--- src/rtl/disp_pkg.sv ---
// -----------------------------------------------------------------------------
// disp_pkg
// Shared constants and helpers for the vmem display scan-out engine.
//   - Default frame-buffer geometry and VGA-style porch/sync lengths.
//   - DISP_SCALE: 1, or 2 when VMEM_DISP_SCALE2_EN is defined (2x2 pixel
//     replication).
//   - disp_ctrl_t: per-pixel control bits carried down the scan pipeline.
//   - disp_total / disp_cnt_w: line/frame length and counter width helpers.
// `VMEM_ADDRW normally comes from the project config header; a default is
// provided here only when nothing defined it earlier.
// -----------------------------------------------------------------------------
`ifndef VMEM_ADDRW
`define VMEM_ADDRW 14
`endif

package disp_pkg;

    localparam int unsigned DISP_VMEM_W = 128;
    localparam int unsigned DISP_VMEM_H = 128;
    localparam int unsigned DISP_H_FP   = 16;
    localparam int unsigned DISP_H_SYNC = 96;
    localparam int unsigned DISP_H_BP   = 48;
    localparam int unsigned DISP_V_FP   = 10;
    localparam int unsigned DISP_V_SYNC = 2;
    localparam int unsigned DISP_V_BP   = 33;

`ifdef VMEM_DISP_SCALE2_EN
    localparam int unsigned DISP_SCALE = 2;
`else
    localparam int unsigned DISP_SCALE = 1;
`endif

    // Control bits for one output pixel; hs/vs are active-high internally.
    typedef struct packed {
        logic active;
        logic hs;
        logic vs;
        logic first;
    } disp_ctrl_t;

    // Length of a line or frame: active region followed by porches and sync.
    function automatic int unsigned disp_total(input int unsigned active,
                                               input int unsigned fp,
                                               input int unsigned sync,
                                               input int unsigned bp);
        return active + fp + sync + bp;
    endfunction

    // Width of a counter that holds 0..n-1 (at least one bit).
    function automatic int unsigned disp_cnt_w(input int unsigned n);
        return (n < 2) ? 1 : $clog2(n);
    endfunction

endpackage

--- src/rtl/vmem_raster_timing.sv ---
// -----------------------------------------------------------------------------
// vmem_raster_timing
// Pixel-clock divider, horizontal/vertical position counters and the
// per-position control decode for the display scan-out engine.
// Config macro: VMEM_DISP_SCALE2_EN (doubles the active width/height).
// Ports:
//   clk_i, rst_ni   system clock, asynchronous active-low reset
//   h_cnt_o         current horizontal position (pixels)
//   v_cnt_o         current vertical position (lines)
//   line_end_o      last divider cycle of the last pixel of a line
//   frame_end_o     last divider cycle of the last pixel of a frame
//   ctrl_o          combinational {active, hs, vs, first} for this position
// -----------------------------------------------------------------------------
module vmem_raster_timing
    import disp_pkg::*;
#(
    parameter  int unsigned VMEM_W   = DISP_VMEM_W,
    parameter  int unsigned VMEM_H   = DISP_VMEM_H,
    parameter  int unsigned CLK_DIV  = 1,
    parameter  int unsigned H_FP     = DISP_H_FP,
    parameter  int unsigned H_SYNC   = DISP_H_SYNC,
    parameter  int unsigned H_BP     = DISP_H_BP,
    parameter  int unsigned V_FP     = DISP_V_FP,
    parameter  int unsigned V_SYNC   = DISP_V_SYNC,
    parameter  int unsigned V_BP     = DISP_V_BP,
    localparam int unsigned H_ACTIVE = VMEM_W * DISP_SCALE,
    localparam int unsigned V_ACTIVE = VMEM_H * DISP_SCALE,
    localparam int unsigned H_TOTAL  = disp_total(H_ACTIVE, H_FP, H_SYNC, H_BP),
    localparam int unsigned V_TOTAL  = disp_total(V_ACTIVE, V_FP, V_SYNC, V_BP),
    localparam int unsigned H_CW     = disp_cnt_w(H_TOTAL),
    localparam int unsigned V_CW     = disp_cnt_w(V_TOTAL)
) (
    input  logic            clk_i,
    input  logic            rst_ni,
    output logic [H_CW-1:0] h_cnt_o,
    output logic [V_CW-1:0] v_cnt_o,
    output logic            line_end_o,
    output logic            frame_end_o,
    output disp_ctrl_t      ctrl_o
);

    localparam int unsigned DIV_W    = disp_cnt_w(CLK_DIV);
    localparam int unsigned HS_START = H_ACTIVE + H_FP;
    localparam int unsigned HS_END   = HS_START + H_SYNC;
    localparam int unsigned VS_START = V_ACTIVE + V_FP;
    localparam int unsigned VS_END   = VS_START + V_SYNC;

    logic [DIV_W-1:0] div_cnt_q, div_cnt_d;
    logic [H_CW-1:0]  h_cnt_q, h_cnt_d;
    logic [V_CW-1:0]  v_cnt_q, v_cnt_d;
    logic             tick, h_last, v_last;
    logic [31:0]      h_ext, v_ext;

    assign tick   = (div_cnt_q == DIV_W'(CLK_DIV - 1));
    assign h_last = (h_cnt_q == H_CW'(H_TOTAL - 1));
    assign v_last = (v_cnt_q == V_CW'(V_TOTAL - 1));

    // Region compares are done at 32 bits so an end bound equal to 2^H_CW
    // (zero back porch) cannot alias to 0.
    assign h_ext = 32'(h_cnt_q);
    assign v_ext = 32'(v_cnt_q);

    // NOTE: every always_comb output gets a default first, so no path can
    // leave a value unassigned and infer a latch.
    always_comb begin
        div_cnt_d = tick ? '0 : div_cnt_q + DIV_W'(1);
        h_cnt_d   = h_cnt_q;
        v_cnt_d   = v_cnt_q;
        if (tick) begin
            if (h_last) begin
                h_cnt_d = '0;
                v_cnt_d = v_last ? '0 : v_cnt_q + V_CW'(1);
            end else begin
                h_cnt_d = h_cnt_q + H_CW'(1);
            end
        end
    end

    // NOTE: state registers use non-blocking assignments and an asynchronous
    // active-low reset in the sensitivity list.
    always_ff @(posedge clk_i or negedge rst_ni) begin
        if (!rst_ni) begin
            div_cnt_q <= '0;
            h_cnt_q   <= '0;
            v_cnt_q   <= '0;
        end else begin
            div_cnt_q <= div_cnt_d;
            h_cnt_q   <= h_cnt_d;
            v_cnt_q   <= v_cnt_d;
        end
    end

    assign h_cnt_o     = h_cnt_q;
    assign v_cnt_o     = v_cnt_q;
    assign line_end_o  = tick && h_last;
    assign frame_end_o = tick && h_last && v_last;

    // first is qualified with div_cnt==0 so it marks only the first clk of
    // pixel (0,0) when the divider stretches each pixel.
    assign ctrl_o = '{
        active: (h_ext < H_ACTIVE) && (v_ext < V_ACTIVE),
        hs:     (h_ext >= HS_START) && (h_ext < HS_END),
        vs:     (v_ext >= VS_START) && (v_ext < VS_END),
        first:  (h_cnt_q == '0) && (v_cnt_q == '0) && (div_cnt_q == '0)
    };

endmodule

--- src/rtl/vmem_disp_scan.sv ---
// -----------------------------------------------------------------------------
// vmem_disp_scan
// Raster scan-out engine for the display side of the video memory. Generates
// pixel timing, drives the vmem display read port and returns a registered
// 3-bit pixel stream with syncs and data-enable, 3 clk behind the counters.
// Config macro: VMEM_DISP_SCALE2_EN (replicate each vmem pixel 2x2).
// Ports:
//   clk_i, rst_ni     system clock (same as vmem), async active-low reset
//   disp_raddr_o      vmem read address (0 during blanking)
//   disp_rdata_i      vmem read data, valid one clk after its address
//   rgb_o             pixel colour {R,G,B}, 0 outside active video
//   de_o              active-video enable
//   hsync_o, vsync_o  syncs, active-low
//   frame_start_o     one-clk pulse with output pixel (0,0)
// -----------------------------------------------------------------------------
module vmem_disp_scan
    import disp_pkg::*;
#(
    parameter int unsigned VMEM_W  = DISP_VMEM_W,
    parameter int unsigned VMEM_H  = DISP_VMEM_H,
    parameter int unsigned CLK_DIV = 1,
    parameter int unsigned H_FP    = DISP_H_FP,
    parameter int unsigned H_SYNC  = DISP_H_SYNC,
    parameter int unsigned H_BP    = DISP_H_BP,
    parameter int unsigned V_FP    = DISP_V_FP,
    parameter int unsigned V_SYNC  = DISP_V_SYNC,
    parameter int unsigned V_BP    = DISP_V_BP
) (
    input  logic                   clk_i,
    input  logic                   rst_ni,
    output logic [`VMEM_ADDRW-1:0] disp_raddr_o,
    input  logic [2:0]             disp_rdata_i,
    output logic [2:0]             rgb_o,
    output logic                   de_o,
    output logic                   hsync_o,
    output logic                   vsync_o,
    output logic                   frame_start_o
);

    localparam int unsigned ADDRW    = `VMEM_ADDRW;
    localparam int unsigned H_ACTIVE = VMEM_W * DISP_SCALE;
    localparam int unsigned V_ACTIVE = VMEM_H * DISP_SCALE;
    localparam int unsigned H_TOTAL  = disp_total(H_ACTIVE, H_FP, H_SYNC, H_BP);
    localparam int unsigned V_TOTAL  = disp_total(V_ACTIVE, V_FP, V_SYNC, V_BP);
    localparam int unsigned H_CW     = disp_cnt_w(H_TOTAL);
    localparam int unsigned V_CW     = disp_cnt_w(V_TOTAL);

    logic [H_CW-1:0]  h_cnt, col;
    logic [V_CW-1:0]  v_cnt;
    logic [31:0]      v_ext;
    logic             line_end, frame_end, row_done;
    disp_ctrl_t       ctrl;

    logic [ADDRW-1:0] line_base_q, line_base_d;
    logic [ADDRW-1:0] raddr_q, raddr_d;
    disp_ctrl_t       s1_ctrl_q, s2_ctrl_q;
    logic [2:0]       rgb_q;
    logic             de_q, hsync_q, vsync_q, frame_start_q;

    vmem_raster_timing #(
        .VMEM_W  (VMEM_W),
        .VMEM_H  (VMEM_H),
        .CLK_DIV (CLK_DIV),
        .H_FP    (H_FP),
        .H_SYNC  (H_SYNC),
        .H_BP    (H_BP),
        .V_FP    (V_FP),
        .V_SYNC  (V_SYNC),
        .V_BP    (V_BP)
    ) u_timing (
        .clk_i       (clk_i),
        .rst_ni      (rst_ni),
        .h_cnt_o     (h_cnt),
        .v_cnt_o     (v_cnt),
        .line_end_o  (line_end),
        .frame_end_o (frame_end),
        .ctrl_o      (ctrl)
    );

    assign v_ext = 32'(v_cnt);

    // A row of vmem is consumed once per active line, or once per pair of
    // lines when scaling (the odd line closes the pair).
`ifdef VMEM_DISP_SCALE2_EN
    assign row_done = line_end && (v_ext < V_ACTIVE) && v_cnt[0];
    assign col      = h_cnt >> 1;
`else
    assign row_done = line_end && (v_ext < V_ACTIVE);
    assign col      = h_cnt;
`endif

    // line_base tracks the row start by accumulation instead of v*VMEM_W;
    // all additions wrap modulo the address width.
    always_comb begin
        line_base_d = line_base_q;
        if (frame_end) begin
            line_base_d = '0;
        end else if (row_done) begin
            line_base_d = line_base_q + ADDRW'(VMEM_W);
        end
        raddr_d = ctrl.active ? line_base_q + ADDRW'(col) : '0;
    end

    always_ff @(posedge clk_i or negedge rst_ni) begin
        if (!rst_ni) begin
            line_base_q <= '0;
        end else begin
            line_base_q <= line_base_d;
        end
    end

    // S1 address/control, S2 control waits for the vmem read, S3 output.
    // A cleared control word decodes to blank with syncs deasserted, so the
    // outputs stay at their idle levels until the first real pixel arrives.
    always_ff @(posedge clk_i or negedge rst_ni) begin
        if (!rst_ni) begin
            raddr_q       <= '0;
            s1_ctrl_q     <= '0;
            s2_ctrl_q     <= '0;
            rgb_q         <= 3'd0;
            de_q          <= 1'b0;
            hsync_q       <= 1'b1;
            vsync_q       <= 1'b1;
            frame_start_q <= 1'b0;
        end else begin
            raddr_q       <= raddr_d;
            s1_ctrl_q     <= ctrl;
            s2_ctrl_q     <= s1_ctrl_q;
            rgb_q         <= s2_ctrl_q.active ? disp_rdata_i : 3'd0;
            de_q          <= s2_ctrl_q.active;
            hsync_q       <= ~s2_ctrl_q.hs;
            vsync_q       <= ~s2_ctrl_q.vs;
            frame_start_q <= s2_ctrl_q.first;
        end
    end

    assign disp_raddr_o  = raddr_q;
    assign rgb_o         = rgb_q;
    assign de_o          = de_q;
    assign hsync_o       = hsync_q;
    assign vsync_o       = vsync_q;
    assign frame_start_o = frame_start_q;

endmodule

--- config.mk ---
export PLATFORM = sky130hd
export DESIGN_NAME = vmem_disp_scan
export DESIGN_NICKNAME = d
export VERILOG_FILES = /design/src/rtl/disp_pkg.sv /design/src/rtl/vmem_raster_timing.sv /design/src/rtl/vmem_disp_scan.sv
export SDC_FILE = /design/constraint.sdc
export NUM_CORES = 1
export LEC_CHECK = 0
export BUFFER_PORTS_ARGS = -buffer_cell sky130_fd_sc_hd__buf_2
export CAP_MARGIN = 30
export CORE_MARGIN = 1
export CORE_UTILIZATION = 47
export DETAILED_ROUTE_END_ITERATION = 10
export PLACE_DENSITY = 0.64
export REMOVE_ABC_BUFFERS = 1
export SYNTH_ARGS = -nofsm -noshare
export SYNTH_HDL_FRONTEND = slang
export SYNTH_HIERARCHICAL = 1
export SYNTH_SLANG_ARGS = --single-unit
--- constraint.sdc ---
create_clock -name clk_i -period 2.44 [get_ports clk_i]
set_input_delay 0.366 -clock clk_i [delete_from_list [all_inputs] [get_ports clk_i]]
set_output_delay 0.366 -clock clk_i [all_outputs]
set_load 0.02 [all_outputs]
======== Word level (Yosys, flattened, before mapping) ========
Index checks and enable logic that the tools add are counted.
storage, ports and cells
  output and inout bits ................... 21
  input bits .............................. 5
  bits in registers ....................... 61
  word-level logic and storage cells ...... 53
operators by class
  order comparisons ....................... 6
  bitwise operators ....................... 3
  equal/unequal tests ..................... 2
  multiplexer cells ....................... 7
  add/sub/neg operators ................... 5
  reductions and logical operators ........ 12
operator list
  cell                     count
  $mux W14                 3
  $lt A9 B8 Y1 const B     2
  $lt A8 B8 Y1 const B     2
  $add A14 B8 Y14 const B  1
  $add A14 B9 Y14          1
  $add A9 B1 Y9 const B    1
  $eq A9 B9 Y1 const B     1
  $ge A9 B8 Y1 const B     1
  $logic_not A9 Y1         1
  $mux W9                  1
  $add A8 B1 Y8 const B    1
  $eq A8 B8 Y1 const B     1
  $ge A8 B8 Y1 const B     1
  $logic_and A1 B1 Y1      8
  $logic_not A8 Y1         1
  $mux W8                  1
  $mux W3                  1
  $not A1 Y1               3
  $reduce_and A2 Y1        1
  $reduce_bool A2 Y1       1
  $add A1 B1 Y1 const B    1
  $mux W1                  1

======== Logic depth before layout (Yosys ltp) ========
  depth after elaboration ................. 5
  gate-level depth with buffers ........... 9

======== By module ========
The synthesis kept the hierarchy.
modules (own cells, without submodules)
  module              cells each  area an instance (um2)  times used
  vmem_disp_scan      97          1298.7                  1
  vmem_raster_timing  97          955.9                   1

======== Worst setup path after synthesis ========
No wires, ideal clock.
  path kind ............................... register to register
  start ................................... register u_timing.v_cnt_q[0] (netlist: u_timing/v_cnt_o[0])
  end ..................................... register line_base_q[10]
  path buffers ............................ 2
  cell stages (with the launch flop) ...... 10
  setup slack ............................. 0.492 ns
  required time ........................... 2.315 ns
  arrival time ............................ 1.823 ns
  cell sequence ........................... dfrtp_1 -> inv_1 -> ha_1 -> nand3_1 -> or4_1 -> clkbuf_2 -> nor2_1 -> clkbuf_1 -> nor2b_1 -> mux2_2
between the ends
  word-level cells in the longest chain between the ends .. 3
  elaborated cells between the ends (all ways) .. 6
  those cells by class .................... order compare: 1; eq/ne: 1; mux: 1; reduce/logical: 3
RTL lines
  what                                                   line                      source
  start: declaration                                     vmem_raster_timing.sv:50  logic [V_CW-1:0] v_cnt_q, v_cnt_d;
  start signal: assignment                               vmem_raster_timing.sv:89  v_cnt_q <= v_cnt_d;
  $eq A8 B8 Y1 (*)                                       vmem_raster_timing.sv:56  assign v_last = (v_cnt_q == V_CW'(V_TOTAL - 1));
  $logic_and A1 B1 Y1 (*)                                vmem_raster_timing.sv:96  assign frame_end_o = tick && h_last && v_last;
  named net frame_end                                    vmem_disp_scan.sv:51      logic line_end, frame_end, row_done;
  $mux W14 / $reduce_bool A2 Y1 (equally long branches)  --
  end signal: assignment                                 vmem_disp_scan.sv:108     line_base_q <= line_base_d;
  end: declaration                                       vmem_disp_scan.sv:54      logic [ADDRW-1:0] line_base_q, line_base_d;
The timed path passes the listed nets; every way through them passes the cells marked *.
A chain may end at the register's enable or synchronous reset.

======== Worst setup path after layout ========
  start ................................... register u_timing.v_cnt_q[1] (netlist: u_timing/v_cnt_o[1])
  end ..................................... register line_base_q[10]
Same word-level chain as after synthesis.

==> metrics.cfg <==
[worst_setup_path]
slowest_stage = or4_1
reg2reg_to = line_base_q[10]
worst-r2r-cell-count = 7
cp-startpoint = u_timing/v_cnt_o[1]
slowest_delay_ns = 0.55
crit_path_cell_trace = inv_1 > ha_1 > nand3_1 > or4_1 > nor2_1 > nor2b_1 > mux2_2
critPathCaptureType = flop
worstPathRequired_ns = 2.64
cp-start-kind = flop
rrSetupSlack_ns = 0.34
worstSetupPathType = reg -> reg
worstReg2RegStart = u_timing/v_cnt_o[1]
critical_path_buf_inv_count = 1
crit_arrival_ns = 2.30
critical_path.max_fanout = 8
critPathTopFamily = simple AND/OR/NAND/NOR gates

[sta]
max-slew-margin-rel = 0.410
fmax_mhz = 476
worstMarginPinSlew_ns = 0.878
rsz0062_at_grt = false
period_share = 0.861
finClkSkew_ns = 0.00594
drv_slew = 0
tns_ns = 0
period_minus_slack_ns = 2.10
setup_violations = 0
hold_violations = 0

[global_route]
grt_max_degree = 45
antenna_found_initial = 0
grt.overflow.total = 0
grt_usage = 0.167
grt_pass1_vias = 1480
grt_pass1_wl_um = 6530

[cells_and_area]
instances_no_fill = 281
design_area_mm2 = 0.00259
diodes = 0
synthToLayoutAreaGrowth_pct = 15.0
drive_gt1_frac = 0.218
fin_nets = 240

[clocking]
post_cts_resized = 0
cts_setup_buffers = 0
numCtsBuffers = 5
cts_root_buffer = clkbuf_8
path_clk_slew_ns = 0.09
clkLatencyLatePin_ns = 0.30
cts_tree = built
h-tree-depth = 2
hold_buffers = 0
clock_sinks = 53
clock_path_buffers = 2

[power]
swShare = 0.195
internal_power_mw = 1.20
peakVddDrop_v = 0.000367
p_leak_nw = 1.27
comb_power_share = 0.023
p_per_area_mw_per_mm2 = 573
clockPowerShare = 0.384
p_switching_mw = 0.290
seqPwrFrac = 0.593

[logic_synthesis]
netlist_top_cells_count = dfrtp_1, and2_1, nand2_1, nand3_1, o21ai_0
ys_async_sr_fraction = 1.00
synth_top_area_share = 0.566
yosysMostFrequentCell = dfrtp_1
synth_area_leaders = dfrtp_1, and2_1, ha_1
avgSynthCellArea_um2 = 11.6
synth_flop_cell = dfrtp_1
yosysTopAreaCell = dfrtp_1
ys_seq_elements = 53
ys_types = 41
yosysSeqAreaShare = 0.589
synth-edff-count = 0
syn-cell-area_mm2 = 0.00225
synthCells = 194
ys_warn_count = 6

[placement]
place.gp.congestion = 0.849
dpl.cell_count = 271
dpl.hpwl_um = 2710
io_buffers = 25
postPlaceCellArea_mm2 = 0.00245

[route]
ant_nets = 0
drt_wl_total_um = 3890
vias_per_cell = 5.37
post-route-drc-count = 6
dr.pass1.iters = 7
drt_iter0_markers = 144
num_vias = 1508
wire_per_inst_um = 13.8

[min_path]
whs_endpoint = rgb_o[1]
min_path_type = in -> reg
holdPathStages = 2
hp-start = disp_rdata_i[1]

[floorplan]
coreArea_mm2 = 0.00447
initial_core_util = 0.504
ios = 26
rows = 24
dieArea_mm2 = 0.00508
fp.dieW_um = 71.3
die_height_um = 71.3

[status]
status = finished, violations left
violations = design-rule violations

[run]
cap_violations = 0

[layout by cell type (no fill, tap or decap), drive strengths merged, types with 3 or more instances in the layout]
master  count
a21boi      5
inv         8
nor2       10
or3         9
nand2      11
and2       17
nor3        3
ha          7
dfrtp      51
xor2        4
and4        4
buf        31
nand3      11
o21ai      11
xnor2       7
a21oi       7
clkbuf      6
[power groups by stage]
stage / clock, mW / sequential, mW / combinational, mW
2_1_floorplan: 0 / 0.902 / 0.00165
3_3_place_gp: 0 / 0.898 / 0.0293
3_5_place_dp: 0 / 0.898 / 0.0307
4_1_cts: 0.592 / 0.881 / 0.0307
5_1_grt: 0.624 / 0.881 / 0.0400
6_report: 0.570 / 0.881 / 0.0349
[metal layers]
metal | GRT usage | routed length (µm) | vias up
met2 | 0.296 | 1960 | 24
li1 | - | - | 736
met4 | 0.0533 | 42 | 0
met5 | 0 | 0 | -
met1 | 0.194 | 1760 | 743
met3 | 0.0520 | 129 | 5
[area by class of cell]
| cell class | instances | area (µm²) |
|---|---|---|
| fill | 378 | 1880 |
| sequential | 53 | 1330 |
| multi-input combinational | 127 | 865 |
| timing repair buffer | 32 | 193 |
| clock buffer | 6 | 72.6 |
| tap | 52 | 65.1 |
| clock inverter | 2 | 35.0 |
| inverter | 9 | 33.8 |
[worst max-delay path by stage]
stage,endpoint,slack [ns],depth (start not counted)
2_1_floorplan,line_base_q[10],0.49,7
3_3_place_gp,line_base_q[10],0.44,7
3_5_place_dp,line_base_q[10],0.35,7
4_1_cts,line_base_q[10],0.35,7
5_1_grt,line_base_q[10],0.21,7
6_report,line_base_q[10],0.34,7
[cells by family (layout without fill, tap and decap cells)]
logic type,count (synthesis),in the layout,synth area share
AND/OR/NAND/NOR,80,80,0.218
multiplexers,3,3,0.0139
buffers and inverters,14,49,0.0272
AO/OA/AOI/OAI,26,26,0.0699
flip-flops,53,53,0.589
XOR/XNOR,11,11,0.0427
adder cells (fa/ha/maj),7,7,0.0388
[flip-flops by register name, summed over array words and instances (netlist names)]
signal / count
disp_raddr_o: 14
u_timing/h_cnt_o: 9
u_timing/v_cnt_o: 8
line_base_q: 7
s1_ctrl_q: 4
s2_ctrl_q: 4
rgb_o: 3
de_o: 1
frame_start_o: 1
hsync_o: 1
vsync_o: 1
[through the flow]
step	setup slack [ns]	hold slack [ns]	total power, mW	utilization
global placement	0.436	0.335	0.927	0.549
floorplan	0.486	0.0704	0.903	-
finish	0.340	0.278	1.49	0.579
CTS	0.348	0.235	1.50	0.573
global route	0.206	0.271	1.54	0.579
detailed placement	0.354	0.335	0.929	0.549
No activity file was read; power rests on OpenSTA's default activity.
